===== src/rtl/clk_div_ctrl.sv =====
// Programmable clock divider with a start/stop/oneshot sequencer and a
// ready/valid divisor reload that only ever takes effect on a period boundary.
//
// state  | meaning
// -------+-----------------------------------------------------------
// IDLE   | counter parked at 0, y low, waiting for start without stop
// RUN    | counting; y toggles and tick pulses on every terminal count
// STOP   | counting out the current period, then y forced low, to IDLE
module clk_div_ctrl #(
  parameter int unsigned W         = 16,
  parameter int unsigned DEFAULT_N = 255
) (
  input  logic         clk,
  input  logic         reset_n,
  input  logic         start,
  input  logic         stop,
  input  logic         oneshot,
  input  logic [W-1:0] div_in,
  input  logic         load_valid,
  output logic         load_ready,
  output logic         tick,
  output logic         y,
  output logic         busy,
  output logic [W-1:0] count
);

  localparam logic [W-1:0] DIV_RST = W'(DEFAULT_N);

  typedef enum logic [1:0] {
    S_IDLE = 2'd0,
    S_RUN  = 2'd1,
    S_STOP = 2'd2
  } state_e;

  state_e       state_q, state_d;
  logic [W-1:0] count_q, count_d;
  logic [W-1:0] div_q, div_d;
  logic [W-1:0] pend_val_q, pend_val_d;
  logic         pend_q, pend_d;
  logic         os_q, os_d;
  logic         y_q, y_d;
  logic         tick_q, tick_d;

  logic         xfer;
  logic         term;

  assign xfer = load_valid & ~pend_q;
  assign term = (count_q == div_q);

  always_comb begin
    state_d    = state_q;
    count_d    = count_q;
    div_d      = div_q;
    pend_val_d = pend_val_q;
    pend_d     = pend_q;
    os_d       = os_q;
    y_d        = y_q;
    tick_d     = 1'b0;

    case (state_q)
      S_IDLE: begin
        count_d = '0;
        y_d     = 1'b0;
        // A reload left over from a run that just ended lands here.
        if (pend_q) begin
          div_d  = pend_val_q;
          pend_d = 1'b0;
        end
        if (xfer) div_d = div_in;
        if (start && !stop) begin
          state_d = S_RUN;
          os_d    = oneshot;
        end
      end

      S_RUN, S_STOP: begin
        if (term) begin
          count_d = '0;
          tick_d  = 1'b1;
          if (pend_q) begin
            div_d  = pend_val_q;
            pend_d = 1'b0;
          end
          if (state_q == S_STOP || os_q) begin
            y_d     = 1'b0;
            state_d = S_IDLE;
          end else begin
            y_d = ~y_q;
          end
        end else begin
          count_d = count_q + 1'b1;
          if (state_q == S_RUN && stop) state_d = S_STOP;
        end
        // Captured after the terminal update so it waits for the next boundary.
        if (xfer) begin
          pend_d     = 1'b1;
          pend_val_d = div_in;
        end
      end

      default: begin
        state_d = S_IDLE;
        count_d = '0;
        y_d     = 1'b0;
      end
    endcase
  end

  always_ff @(posedge clk) begin
    if (!reset_n) begin
      state_q    <= S_IDLE;
      count_q    <= '0;
      div_q      <= DIV_RST;
      pend_val_q <= '0;
      pend_q     <= 1'b0;
      os_q       <= 1'b0;
      y_q        <= 1'b0;
      tick_q     <= 1'b0;
    end else begin
      state_q    <= state_d;
      count_q    <= count_d;
      div_q      <= div_d;
      pend_val_q <= pend_val_d;
      pend_q     <= pend_d;
      os_q       <= os_d;
      y_q        <= y_d;
      tick_q     <= tick_d;
    end
  end

  assign load_ready = ~pend_q;
  assign tick       = tick_q;
  assign y          = y_q;
  assign busy       = (state_q != S_IDLE);
  assign count      = count_q;

endmodule


===== config.mk =====
export PLATFORM = sky130hd
export DESIGN_NAME = clk_div_ctrl
export DESIGN_NICKNAME = d
export VERILOG_FILES = /design/src/rtl/clk_div_ctrl.sv
export SDC_FILE = /design/constraint.sdc
export NUM_CORES = 1
export LEC_CHECK = 0
export ABC_CLOCK_PERIOD_IN_PS = 2700
export BUFFER_PORTS_ARGS = -buffer_cell sky130_fd_sc_hd__buf_2
export CAP_MARGIN = 5
export CORE_UTILIZATION = 55
export CTS_CLUSTER_SIZE = 24
export DETAILED_ROUTE_END_ITERATION = 6
export PLACE_DENSITY = 0.76
export SLEW_MARGIN = 25
export SYNTH_ARGS = -nofsm -noshare
export SYNTH_HDL_FRONTEND = slang
export SYNTH_SLANG_ARGS = --single-unit

===== constraint.sdc =====
create_clock -name clk -period 2.7 [get_ports clk]
set_input_delay 0.27 -clock clk [delete_from_list [all_inputs] [get_ports clk]]
set_output_delay 0.27 -clock clk [all_outputs]
set_load 0.02 [all_outputs]

## Word level (Yosys, flattened, before mapping)

Index checks and enable logic that the tools add are counted.

| word-level totals | value |
|---|---|
| logic and storage cells | 51 |
| bits of input ports | 22 |
| output and inout bits | 20 |
| register bits | 54 |

| operators by class | value |
|---|---|
| add/subtract/negate cells | 1 |
| mux-type cells | 14 |
| reductions and logical operators | 15 |
| bitwise logic cells | 5 |
| equality and inequality tests | 8 |

Operators by type and width:

| operator | number |
|---|---|
| $mux W16 | 3 |
| $pmux W16 S2 | 1 |
| $add A16 B1 Y16 const B | 1 |
| $eq A16 B16 Y1 | 1 |
| $reduce_and A2 Y1 | 5 |
| $ne A3 B3 Y1 const B | 3 |
| $mux W2 | 4 |
| $mux W1 | 4 |
| $ne A2 B2 Y1 const B | 2 |
| $not A1 Y1 | 4 |
| $pmux W2 S2 | 1 |
| $reduce_bool A2 Y1 | 2 |
| $reduce_and A3 Y1 | 1 |
| $reduce_or A3 Y1 | 1 |
| $eq A2 B1 Y1 const B | 1 |
| $eq A2 B2 Y1 const B | 1 |
| $logic_and A1 B1 Y1 | 2 |
| $logic_not A2 Y1 | 1 |
| $pmux W1 S2 | 1 |
| $reduce_or A2 Y1 | 1 |
| $and A1 B1 Y1 | 1 |
| $logic_not A1 Y1 | 1 |
| $logic_or A1 B1 Y1 | 1 |

## Longest topological paths before layout

Gate-level depths: netlist of run 1.

| logic depth | value |
|---|---|
| word-level depth | 5 |
| depth in mapped cells | 9 |
| mapped depth without buffers | 7 |

## Worst setup path after synthesis of run 1

Ideal clock, no wire load.

| path | value |
|---|---|
| path kind | register -> register |
| from | register count_q[3] (netlist: count[3]) |
| to | register div_q[7] |
| clock period less this slack | 2.123 ns |
| setup slack | 0.577 ns |
| path buffers | 2 |
| data required time | 2.579 ns |
| arrival time | 2.002 ns |
| stages on the path, launching flop included | 8 |
| setup time | 0.121 ns |
| cells stage by stage | dfxtp_1 > xor2_1 > nor4_1 > nand4_2 > mux2_4 > buf_6 > buf_12 > mux2_4 |

| between the ends | value |
|---|---|
| cells in the longest elaborated chain, start to end | 3 |

RTL lines:

| element | line | RTL |
|---|---|---|
| start, declared | 36 | `logic [W-1:0] count_q, count_d;` |
| start signal, assigned | 121 | `count_q <= count_d;` |
| $eq A16 B16 Y1 | 48 | `assign term = (count_q == div_q);` |
| $ne A2 B2 Y1 (no line) | -- |  |
| $reduce_and A2 Y1 (no line) | -- |  |
| end signal, assigned | 122 | `div_q <= div_d;` |
| end, declared | 37 | `logic [W-1:0] div_q, div_d;` |

Every way passes these cells.
A chain may end at the register's enable or synchronous reset.

## Worst setup path after layout of run 1

| path | value |
|---|---|
| from | register count_q[9] (netlist: count[9]) |
| to | register state_q[0] |

| between the ends | value |
|---|---|
| cells in the longest elaborated chain, start to end | 3 |
| elaborated cells on any way between the ends | 6 |
| those cells by class | 3 x eq/ne; 2 x mux; 1 x reduce/logical |

RTL lines:

| element | line | RTL |
|---|---|---|
| $eq A16 B16 Y1 (*) | 48 |  |
| $ne A3 B3 Y1 (no line) / $mux W2 (equally long branches) | -- |  |
| $reduce_and A3 Y1 (no line) / $pmux W2 S2 (equally long branches) | -- |  |
| end signal, assigned | 120 | `state_q <= state_d;` |
| end, declared | 35 | `state_e state_q, state_d;` |

Mark *: on every way between the ends. The rest lies on a longest branch, timed or not.

==> summary.txt, run 1 <==
GRT
  • Gr usage total: 22.9%
  • Global-route wire length before repair: 9360 um
  • Largest net degree at the start of global routing: 33
  • Initial antenna violation count: 0
  • Total grt overflow: 0
  • Vias in the first global route: 2069

Synth
  • Area contributors post-synth: dfxtp_1 40%, nand2_1 11%, mux2i_1 8.8%, xor2_1 8.7%, a21oi_1 3.3%
  • Largest area contributor in the netlist: dfxtp_1
  • Register area share after synthesis: 39.6%
  • #FFs+latches synth: 54
  • Asr flop ratio synth: 0%
  • Cell count after synthesis: 321
  • Mapped Avg Cell Area: 8.51 um^2
  • Yosys warns: 0
  • Syn_nets: 348
  • EDFF count, synth: 0
  • Syn Std Cell Area: 0.00273 mm^2
  • Top-area cell type share of the netlist area: 39.6%
  • Library cells used by synthesis: 36
  • Ys flop type: dfxtp_1

Clock tree
  • CTS Sinks: 54
  • Clk Latency, worst-skew pair: 0.30 ns
  • TritonCTS Buffers: 5
  • Max Buffers Root-to-Sink: 2
  • CTS tree: built
  • Htree depth: 2
  • Hold-fix buffers, CTS: 0
  • Post-CTS setup buffers: 0
  • Clock transition at path regs: 0.10 ns
  • Cts repair resizes: 0
  • Root buf cell: clkbuf_8

Floorplanning
  • Area of the core: 0.00475 mm^2
  • Die width: 72.5 um
  • Initial Util: 57.4%
  • Top Ports: 42
  • Row count: 25
  • Die Area: 0.00525 mm^2
  • Die Span Y: 72.5 um

Worst setup path
  • CP Capture Type: flip-flop
  • Crit-path max cell delay: 0.54 ns
  • Slowest cell on crit path: or3_2
  • WP data required: 2.90 ns
  • Arr. time, crit path: 2.33 ns
  • CP Launch Type: flip-flop
  • Crit-path max FO: 9
  • Top cell family by delay on the critical path: simple AND/OR/NAND/NOR gates
  • Critical setup path kind: reg2reg
  • Crit-path cells: xor2_1 > nor4_1 > nand4_2 > or3_2 > a221oi_1
  • Worst path buffer plus inverter count: 0

Hold path
  • HP Class: in2reg

Detailed routing
  • Vias: 2190
  • Starting DRT DRC Count: 92
  • Routed WL per cell: 13.4 um
  • DRC Markers: 0
  • DRT Wirelength: 5630 um
  • 1st-pass router iterations: 4
  • Antenna viol nets, final: 0
  • Via-to-Cell Ratio: 5.20

Timing
  • Max transition margin: 51.6%
  • Fin Setup TNS: 0 ns
  • Final setup skew: 0.00620 ns
  • Setup violators final: 0
  • Fmax: 470 MHz
  • Min cycle time layout: 2.13 ns
  • Slew @ Worst Pin: 0.725 ns
  • Hold Vio Cnt, Final: 0
  • Tcrit/Tclk final: 78.7%
  • Worst setup margin: 0.574 ns
  • Slew Limit Fails: 0
  • Unrepaired setup endpoints after global routing: no

Place
  • Placed inst area: 0.00294 mm^2
  • Place WS: 0.555 ns
  • Port bufs: 41
  • RePlAce Congestion: 0.778
  • Final HPWL DP: 3970 um

Power
  • VDD IR max: 0.000289 V
  • Final Power: 1570 uW
  • Leak pwr: 0.00118 uW
  • PD cells: 518 mW/mm^2

Job
  • Number of max-cap violations: 0

Layout
  • Number of nets in the layout: 380
  • Share of layout cells above drive strength 1: 18.9%
  • Layout Cell Area excl Fill: 0.00303 mm^2
  • Final core occ: 63.8%
  • ANT cells: 0
  • Area growth, synth to finish: 11.1%

Outcome
  • Status: finished, final reports clean
[metrics by stage]
step,std cells,hold WS (ns)
4_1_cts,421,0.197
2_1_floorplan,321,0.406
6_report,421,0.207
3_3_place_gp,413,0.444
3_5_place_dp,413,0.448
5_1_grt,421,0.204
[power by group]
part	internal (uW)	switching, uW	total [uW]	leakage, uW
logic	108	126	234	0.000697
registers	836	35.5	871	0.000439
clock network	208	257	465	0.0000482
[Yosys cell counts (2+ instances only)]
| library cell | count |
|---|---|
| xnor2_1 | 3 |
| buf_6 | 2 |
| clkbuf_1 | 14 |
| a21oi_1 | 18 |
| nor4_1 | 3 |
| dfxtp_1 | 54 |
| nand2_1 | 77 |
| nand3_1 | 5 |
| nor3b_1 | 2 |
| nand4_1 | 4 |
| mux2_4 | 2 |
| xor2_1 | 27 |
| nand2b_1 | 9 |
| o21ai_0 | 9 |
| mux2i_1 | 24 |
| o211ai_1 | 8 |
| ha_1 | 5 |
| nor2_1 | 23 |
| inv_1 | 6 |
| and3_1 | 3 |
| mux2_2 | 8 |
[worst min-delay path: cells and delay by family]
kind	cells	cell delay (ns)
AND/OR/NAND/NOR	1	0.05
AO/OA/AOI/OAI	1	0.05
buffers and inverters	1	0.10
[flip-flops by register name, indices dropped and copies added (netlist names)]
signal,flops
count,16
div_q,16
pend_val_q,16
state_q,2
os_q,1
pend_q,1
tick,1
y,1
[layer usage]
metal	wire length, um	track usage [%]
met5	0	0
met4	57	9.37
met3	223	4.72
met2	2640	36.7
met1	2700	30.0
[cells by family (layout without fill, tap and decap cells)]
group,after synthesis,after routing,synth area share (%)
and+or+nand+nor,134,134,22.3
DFF,54,54,39.6
AOI/OAI and AO/OA,39,39,8.34
adders and majority gates,5,5,2.29
buffers and inverters,25,58,4.63
xor gates and xnor gates,30,30,9.62
muxes,34,34,13.2
[layout make-up]
class | instances | area, um^2
Fill cell | 433 | 1720
Clock buffer | 7 | 86.3
Multi-Input combinational cell | 242 | 1530
Sequential cell | 54 | 1080
Tap cell | 67 | 83.8
Clock inverter | 1 | 5.00
Inverter | 6 | 22.5
Timing Repair Buffer | 44 | 228
[path summary, 6_finish.rpt]
path	start	end	slack (ns)	depth (start not counted)
hold / removal	div_in[14]	pend_val_q[14]	0.21	3
hold reg to reg	pend_val_q[12]	pend_val_q[12]	0.46	2
setup reg to reg	count[9]	state_q[0]	0.57	5
setup / recovery	count[9]	state_q[0]	0.57	5
[placed cells by master, fill, tap and decap left out, types with 2 or more instances in the layout]
cell type and count:
nand2_1 77, nand3_1 5, and3_1 3, nor4_1 3
nand4_1 4, ha_1 5, mux2_2 8, dfxtp_1 54
xor2_1 27, mux2i_1 24, buf_4 3, mux2_4 2
inv_1 6, a21oi_1 18, nor2_1 23, clkbuf_8 6
o211ai_1 8, buf_2 41, xnor2_1 3, o21ai_0 9
nand2b_1 9
No activity file was read; power rests on OpenSTA's default activity.
==> inputs of run 2 (changes only) <==
--- a/config.mk
+++ b/config.mk
@@ -5,13 +5,13 @@
 export SDC_FILE = /design/constraint.sdc
 export NUM_CORES = 1
 export LEC_CHECK = 0
-export ABC_CLOCK_PERIOD_IN_PS = 2700
+export ABC_CLOCK_PERIOD_IN_PS = 1780
 export BUFFER_PORTS_ARGS = -buffer_cell sky130_fd_sc_hd__buf_2
 export CAP_MARGIN = 5
-export CORE_UTILIZATION = 55
+export CORE_UTILIZATION = 51
 export CTS_CLUSTER_SIZE = 24
 export DETAILED_ROUTE_END_ITERATION = 6
-export PLACE_DENSITY = 0.76
+export PLACE_DENSITY = 0.74
 export SLEW_MARGIN = 25
 export SYNTH_ARGS = -nofsm -noshare
 export SYNTH_HDL_FRONTEND = slang
==> constraint.sdc (replaced) <==
create_clock -name clk -period 1.78 [get_ports clk]
set_input_delay 0.178 -clock clk [delete_from_list [all_inputs] [get_ports clk]]
set_output_delay 0.178 -clock clk [all_outputs]
set_load 0.02 [all_outputs]
==> run 2 against run 1 <==
Compared with the run above: the run now ends with negative setup slack left; sequential power is 50% higher; total power is 77% higher; worst setup slack worse by 0.69 ns; clock-buffer cell count is 1 lower; clock skew hardly changed; via count is 10% higher; die area is 7.6% higher; combinational power is 100% higher; sequential share of layout area is 4.0 points lower; sequential cell count stayed put; critical path type unchanged; largest cell class unchanged.
==> summary.txt, run 2 (synthesis results as in run 1) <==
Outcome
  • Status: finished with violations
  • Failing checks: negative setup slack

Layout
  • Layout Cell Area excl Fill: 0.00351 mm^2
  • Area growth, synth to finish: 28.5%
  • Share of layout cells above drive strength 1: 33.6%
  • ANT cells: 0
  • Number of nets in the layout: 422
  • Commonest non-fill, non-tap cells in the layout: 77 x nand2_1, 41 x buf_2, 40 x buf_4
  • Cell Count, Final, Fillers Out: 466
  • Commonest non-fill, non-tap cell in the layout: nand2_1

Clock tree
  • CTS tree: built
  • CTS Sinks: 54
  • Root buf cell: clkbuf_8
  • TritonCTS Buffers: 5
  • Clock transition at path regs: 0.10 ns
  • Clk Latency, worst-skew pair: 0.30 ns
  • Hold-fix buffers, CTS: 0
  • Max Buffers Root-to-Sink: 2
  • Htree depth: 2

Hold path
  • HP Class: in2reg

Power
  • Leak pwr: 0.00145 uW
  • Switch share: 24.4%
  • Pint: 2110 uW
  • Final Power: 2790 uW
  • VDD IR max: 0.000638 V
  • Part of the power in combinational logic: 17.1%
  • Clock share of power: 35.9%
  • PD cells: 794 mW/mm^2
  • Switch Pwr: 679 uW
  • Sequential Power Share: 47.0%

Place
  • Port bufs: 41
  • Placed inst area: 0.00330 mm^2
  • RePlAce Congestion: 0.827
  • Post-placement cell count: 456
  • Place WS: -0.251 ns
  • Final HPWL DP: 4380 um

Worst setup path
  • Crit path launch: div_q[5]
  • Critical setup path kind: reg2reg
  • Crit path to: div_q[7]
  • Crit-path max cell delay: 0.38 ns
  • Arr. time, crit path: 2.09 ns
  • CP Capture Type: flip-flop
  • Reg2reg end: div_q[7]
  • WP data required: 1.97 ns
  • Crit-path max FO: 6
  • Most common cell on crit path: mux2_4
  • R2r setup slk: -0.11 ns
  • Top cell family by delay on the critical path: multiplexers
  • R2R depth: 5
  • Reg-to-Reg Start: div_q[5]
  • CP Launch Type: flip-flop
  • Slowest cell on crit path: mux2_4
  • CP Depth: 5
  • Worst path buffer plus inverter count: 0
  • Crit-path cells: xor2_1 > nor4_2 > nand4_2 > mux2_4 > mux2_4

Timing
  • Min cycle time layout: 1.89 ns
  • Slew @ Worst Pin: 0.329 ns
  • Max transition margin: 78.0%
  • Final setup skew: 0.00602 ns
  • Setup violators final: 20
  • Worst setup margin: -0.113 ns
  • Unrepaired setup endpoints after global routing: yes
  • Slew Limit Fails: 0
  • Tcrit/Tclk final: 106%
  • Fmax: 528 MHz
  • Hold Vio Cnt, Final: 0

Floorplanning
  • Row count: 26
  • Top Ports: 42
  • Initial Util: 53.1%
  • Area of the core: 0.00514 mm^2
  • Die Area: 0.00565 mm^2
  • Die Span Y: 75.2 um
  • Die width: 75.2 um

Detailed routing
  • Antenna viol nets, final: 0
  • Vias: 2412
  • DRC Markers: 0
  • Starting DRT DRC Count: 121
  • DRT Wirelength: 6220 um
  • Via-to-Cell Ratio: 5.18
  • Routed WL per cell: 13.3 um
  • 1st-pass router iterations: 4

Job
  • Number of max-cap violations: 0

GRT
  • Total grt overflow: 0
  • Initial antenna violation count: 0
  • Largest net degree at the start of global routing: 36
  • Gr usage total: 22.4%
  • Global-route wire length before repair: 9710 um
  • Vias in the first global route: 2151
## run 2: cell count changes in the layout (fill, tap and decap cells not counted), moves of 2 or more
| cell | delta |
|---|---|
| buf_4 | +37 |
| nor4_1 | -3 |
| bufinv_16 | +2 |
| dfxtp_1 | -18 |
| dfxtp_4 | +2 |
| buf_12 | +2 |
| nor4_2 | +3 |
| dfxtp_2 | +16 |
## run 2: final cells by class
type	instances	area, um^2
fill	458	1630
multi-input combinational	243	1570
sequential	54	1110
timing repair buffer	85	572
tap	70	87.6
clock buffer	6	82.6
clock inverter	2	60.1
inverter	6	22.5
## run 2: layer usage
| layer | global-route usage [%] | share of wire (%) | vias to the layer above |
|---|---|---|---|
| met4 | 5.14 | 0.88 | 0 |
| met3 | 3.21 | 3.4 | 6 |
| li1 | - | - | 1221 |
| met5 | 0 | 0 | - |
| met2 | 37.9 | 47 | 57 |
| met1 | 30.2 | 49 | 1128 |
## run 2: what timing repair did
item | CTS | global route
pin swaps | 3 | 3
endpoints found under the setup margin | 20 | 24
setup buffers | 0 | 1
cloned | 1 | 0
resized for setup | 7 | 6
endpoints found under the hold margin | 0 | 0
## run 2: stage by stage
step / TNS (ns) / hold WS, ns / util, %
after global placement: -2.50 / 0.430 / 64.1
after floorplan: -2.04 / 0.314 / -
final: -1.57 / 0.112 / 68.2
after CTS: -1.08 / 0.108 / 67.8
after global routing: -2.96 / 0.112 / 68.2
after detailed placement: -3.07 / 0.437 / 64.1
## run 2: worst min-delay path by stage
stage	start	endpoint	slack [ns]	cells after the start
finish	div_in[2]	pend_val_q[2]	0.11	3
global route	div_in[2]	pend_val_q[2]	0.11	3
CTS	div_in[4]	pend_val_q[4]	0.11	3
detailed placement	div_in[4]	pend_val_q[4]	0.44	3
global placement	div_in[2]	pend_val_q[2]	0.43	3
floorplan	div_in[0]	pend_val_q[0]	0.31	2
## run 2: worst reg2reg max path, cell delays in order, from the launching register on
cell	delay, ns
dfxtp_2	0.33
xor2_1	0.16
nor4_2	0.35
nand4_2	0.25
mux2_4	0.38
mux2_4	0.31
## run 2: power groups by stage
stage	combinational (uW)	clock, uW	sequential, uW
floorplan	300	0	1330
finish	476	1000	1310
CTS	472	1020	1310
global placement	440	0	1330
global route	523	1050	1320
detailed placement	449	0	1330
